## config.mk

```make
export PLATFORM = sky130hd
export DESIGN_NAME = pc_adder
export DESIGN_NICKNAME = d
export VERILOG_FILES = /design/src/rtl/pc_adder.sv
export SDC_FILE = /design/constraint.sdc
export NUM_CORES = 1
export LEC_CHECK = 0
export BUFFER_PORTS_ARGS = -buffer_cell sky130_fd_sc_hd__buf_4
export CORE_MARGIN = 2
export CORE_UTILIZATION = 39
export DETAILED_ROUTE_END_ITERATION = 10
export PLACE_DENSITY = 0.76
export SLEW_MARGIN = 30
export SYNTH_ARGS = -nofsm -noshare
export SYNTH_HDL_FRONTEND = slang
export SYNTH_SLANG_ARGS = --single-unit
```

## constraint.sdc

```tcl
create_clock -name CLK -period 3.51 [get_ports CLK]
set_input_delay 0.702 -clock CLK [delete_from_list [all_inputs] [get_ports CLK]]
set_output_delay 0.702 -clock CLK [all_outputs]
set_load 0.02 [all_outputs]
```

## src/rtl/pc_adder.sv

```systemverilog
// Branch/jump target adder: PC_IN + (OFFSET << SHIFT) through a 4-bit-group
// carry-lookahead adder with a Kogge-Stone prefix across groups.
module pc_adder #(
    parameter int P     = 32,
    parameter int SHIFT = 2
) (
    input  logic         CLK,
    input  logic         RESET,
    input  logic [P-1:0] PC_IN,
    input  logic [P-1:0] OFFSET,
    output logic [P-1:0] TARGET_PC,
    output logic [P-1:0] TARGET_PC_Q,
    output logic         OVF,
    output logic         OVF_Q,
    output logic         MISALIGN
);

    localparam int NG = (P + 3) / 4;
    localparam int W  = NG * 4;
    localparam int LV = (NG > 1) ? $clog2(NG) : 0;

    logic [P-1:0]   off_sh;
    logic [SHIFT:0] off_top;
    logic           shift_lost;
    logic [W-1:0]   a_ext;
    logic [W-1:0]   b_ext;
    logic [W-1:0]   bit_g;
    logic [W-1:0]   bit_p;
    logic [NG-1:0]  grp_g;
    logic [NG-1:0]  grp_p;
    logic [NG-1:0]  pfx_g [0:LV];
    logic [NG-1:0]  pfx_p [0:LV];
    logic [W:0]     carry;
    logic [W-1:0]   sum;
    logic           add_ovf;
    logic [P-1:0]   target_d;
    logic [P-1:0]   target_q;
    logic           ovf_d;
    logic           ovf_q;

    // The discarded bits plus the new sign bit must all agree, otherwise the
    // scaled offset no longer represents the original displacement.
    assign off_sh     = OFFSET << SHIFT;
    assign off_top    = OFFSET[P-1 -: SHIFT+1];
    assign shift_lost = ~(&off_top | ~|off_top);

    always_comb begin
        a_ext        = '0;
        b_ext        = '0;
        a_ext[P-1:0] = PC_IN;
        b_ext[P-1:0] = off_sh;
    end

    assign bit_g = a_ext & b_ext;
    assign bit_p = a_ext ^ b_ext;

    always_comb begin
        grp_g = '0;
        grp_p = '0;
        for (int i = 0; i < NG; i++) begin
            grp_g[i] = bit_g[4*i+3]
                     | (bit_p[4*i+3] & bit_g[4*i+2])
                     | (bit_p[4*i+3] & bit_p[4*i+2] & bit_g[4*i+1])
                     | (bit_p[4*i+3] & bit_p[4*i+2] & bit_p[4*i+1] & bit_g[4*i]);
            grp_p[i] = &bit_p[4*i +: 4];
        end
    end

    // Level l combines each group span with the span 2^(l-1) groups below.
    always_comb begin
        for (int l = 0; l <= LV; l++) begin
            pfx_g[l] = '0;
            pfx_p[l] = '0;
        end
        pfx_g[0] = grp_g;
        pfx_p[0] = grp_p;
        for (int l = 1; l <= LV; l++) begin
            for (int i = 0; i < NG; i++) begin
                if (i >= (1 << (l - 1))) begin
                    pfx_g[l][i] = pfx_g[l-1][i]
                                | (pfx_p[l-1][i] & pfx_g[l-1][i - (1 << (l - 1))]);
                    pfx_p[l][i] = pfx_p[l-1][i] & pfx_p[l-1][i - (1 << (l - 1))];
                end else begin
                    pfx_g[l][i] = pfx_g[l-1][i];
                    pfx_p[l][i] = pfx_p[l-1][i];
                end
            end
        end
    end

    always_comb begin
        carry    = '0;
        carry[0] = 1'b0;
        for (int i = 0; i < NG; i++) begin
            carry[4*i+4] = pfx_g[LV][i];
        end
        for (int i = 0; i < NG; i++) begin
            carry[4*i+1] = bit_g[4*i]
                         | (bit_p[4*i] & carry[4*i]);
            carry[4*i+2] = bit_g[4*i+1]
                         | (bit_p[4*i+1] & bit_g[4*i])
                         | (bit_p[4*i+1] & bit_p[4*i] & carry[4*i]);
            carry[4*i+3] = bit_g[4*i+2]
                         | (bit_p[4*i+2] & bit_g[4*i+1])
                         | (bit_p[4*i+2] & bit_p[4*i+1] & bit_g[4*i])
                         | (bit_p[4*i+2] & bit_p[4*i+1] & bit_p[4*i] & carry[4*i]);
        end
    end

    assign sum     = bit_p ^ carry[W-1:0];
    assign add_ovf = carry[P] ^ carry[P-1];

    assign TARGET_PC = sum[P-1:0];
    assign OVF       = add_ovf | shift_lost;
    assign MISALIGN  = |PC_IN[1:0];

    assign target_d = TARGET_PC;
    assign ovf_d    = OVF;

    always_ff @(posedge CLK) begin
        if (RESET) begin
            target_q <= '0;
            ovf_q    <= 1'b0;
        end else begin
            target_q <= target_d;
            ovf_q    <= ovf_d;
        end
    end

    assign TARGET_PC_Q = target_q;
    assign OVF_Q       = ovf_q;

endmodule

```

==> impl_results.md <==
* Final Non-Filler Cells at 460
* Cells after synthesis at 224
* Syn_nets at 327
* Cell Area, Synth at 2190 um2
* Arr. time, crit path at 2970 ps
* Number of register bits inferred by synthesis at 33
* Register area share after synthesis at 0.301
* Post-Route Setup TNS at -740 ps
* DR vias/cell at 4.70
* Register area at 661 um2
* Worst path cell trace: buf_6 -> ha_4 -> fa_2 -> a21oi_2 -> nand4b_1 -> a21oi_2 -> nor2_2 -> o21bai_2 -> a211o_1 -> fa_2 -> xor2_4 -> buf_6
* Avg WL per Cell at 12.8 um
* Detailed placement HPWL at 4590 um
* Ys async rst share at 0
* Synth warn at 0
* Outcome: finished, violations left
* Crit end category: output pin
* Starting DRT DRC Count at 36
* Setup repair after global routing missed its margin: yes
* Diodes inserted at 0
* Filler Cell Count at 447
* HP Start: PC_IN[0]
* Core region area at 5470 um2
* Final setup fails at 9
* # IOs at 133
* Row count at 27
* Drt first pass iters at 4
* Final Cycle Share at 1.05
* Num CTS Buffers at 5
* Port Buffers at 132
* Commonest non-fill, non-tap cells in the layout: 150 x buf_4, 34 x nor2b_1, 33 x dfxtp_1
* Static Leakage at 1.89 nW
* PnR worst setup slack at -162 ps
* # DRC at 0
* Synth top area share at 0.301
* Hold Vio Cnt, Final at 0
* First-pass GRT wire length at 9220 um
* CTS tree: yes
* All-Layer GR Usage at 0.185
* CP Launch Type: primary input
* Crit-path leading delay family: adder cells
* Inst Count DP at 446
* Max VDD drop at 0.000203 V
* EDFF count, synth at 0
* DIE WIDTH at 79.0 um
* WHS at 657 ps
* Required time worst endpoint at 2810 ps
* Via count at 2162
* Slew Viols, Final at 0
* Initial Util at 0.401
* Tightest Pin Transition at 414 ps
* Multi-input gate area at 1670 um2
* Max FO, Critical Path at 2
* Largest net degree at the start of global routing at 39
* Most used DFF post-synth: dfxtp_1
* Area Overhead vs Synth at 73.3%
* Die height at 79.0 um
* Mapped Avg Cell Area at 9.79 um2
* Rel. slew slack at 0.724
* Synth area leaders: dfxtp_1 30%, ha_1 17%, nor2b_1 9.7%
* Routed WL at 5910 um
* CP peak stage delay at 380 ps
* Antenna violations before repair at 0
* Commonest non-fill, non-tap cell in the layout: buf_4
* Die ar. at 6240 um2
* Vias in the first global route at 2101
* Fin util at 0.694
* Slowest-stage cell, CP: fa_2
* Number of distinct library cells after synthesis at 41
* Clock slew at reported path FFs at 70 ps
* CP Buf/Inv Count at 2
* Max cap viols at 0
* Final net count at 491
* Clk sinks at 33
* GPL Wtd Cong at 0.826
* Failing checks: setup timing
* Maximum clock path buffer count at 2
* CP startpoint: PC_IN[2]
* Area leader, netlist: dfxtp_1
* Power per cell area at 411 nW/um2
* Post-DRT Antenna Nets at 0
* Fmax at 272 MHz
* Setup CP Type: primary input to output pin
* Min-Delay Path Class: primary input to flip-flop
* Number of H-tree levels at 2
* Layout cells sized above 1 at 0.528
* Root buffer cell: clkbuf_8
* Crit path time final at 3670 ps
* Gr ovfl total at 0
path summary, 6_finish.rpt:
check                         to  slack, ps  cells after the start
setup / recovery   TARGET_PC[21]       -160                     12
hold / removal    TARGET_PC_Q[0]        660                      2
sequential cells by signal, indices dropped and copies added (netlist names):
name,flops
OVF_Q,1
TARGET_PC_Q,32
what timing repair did:
action | CTS | global route
pin swaps | 15 | 16
endpoints found under the setup margin | 18 | 18
gates resized for setup | 12 | 25
hold buffers | 0 | 0
buffers inserted | 2 | 6
cells in the mapped netlist (2+ instances only):
library cell and n:
a21oi_2 2, xor2_1 10, a211o_1 2, a21oi_1 13, xnor2_1 11, mux2_1 4, nor2_1 10, nand2_1 10
nand4_1 2, inv_1 3, a21o_1 10, fa_1 8, nor2b_1 34, clkbuf_1 4, buf_4 2, o21bai_1 2
a31oi_1 3, and2_1 2, nor3_1 4, nand3_1 4, dfxtp_1 33, o21ai_1 4, ha_1 29
routing by layer:
layer / track usage / vias to the layer above / wire length, um
met1: 0.195 / 987 / 2240
met4: 0.0414 / 0 / 47
met3: 0.0602 / 4 / 470
met5: 0 / - / 0
met2: 0.353 / 73 / 3150
li1: - / 1098 / -
power breakdown:
| part | leakage [nW] | internal, mW | switching, mW |
|---|---|---|---|
| clock | 0.0443 | 0.156 | 0.143 |
| sequential | 0.275 | 0.423 | 0.0126 |
| combinational | 1.57 | 0.418 | 0.407 |
stage by stage:
stage | area [um2] | power, mW | setup WS [ps]
2_1_floorplan | 2240 | 0.876 | 23.4
3_3_place_gp | 3470 | 1.19 | -274
3_5_place_dp | 3470 | 1.20 | -305
4_1_cts | 3610 | 1.52 | -146
5_1_grt | 3800 | 1.65 | -295
6_report | 3800 | 1.56 | -162
logic make-up (layout without fill, tap and decap cells):
group / after synthesis / after routing / synth area share
AO/OA/AOI/OAI: 44 / 44 / 0.138
XOR/XNOR: 21 / 21 / 0.0839
adder cells (fa/ha/maj): 37 / 37 / 0.239
buffers and inverters: 10 / 174 / 0.0205
flip-flops: 33 / 33 / 0.301
multiplexers: 6 / 6 / 0.0320
AND/OR/NAND/NOR: 73 / 73 / 0.186
cell type report:
type / instances / area share
Multi-Input combinational cell: 181 / 0.440
Timing Repair Buffer: 163 / 0.335
Sequential cell: 33 / 0.174
Tap cell: 72 / 0.0237
Clock buffer: 7 / 0.0227
Inverter: 4 / 0.00461
Power figures use the tool's default switching activity.
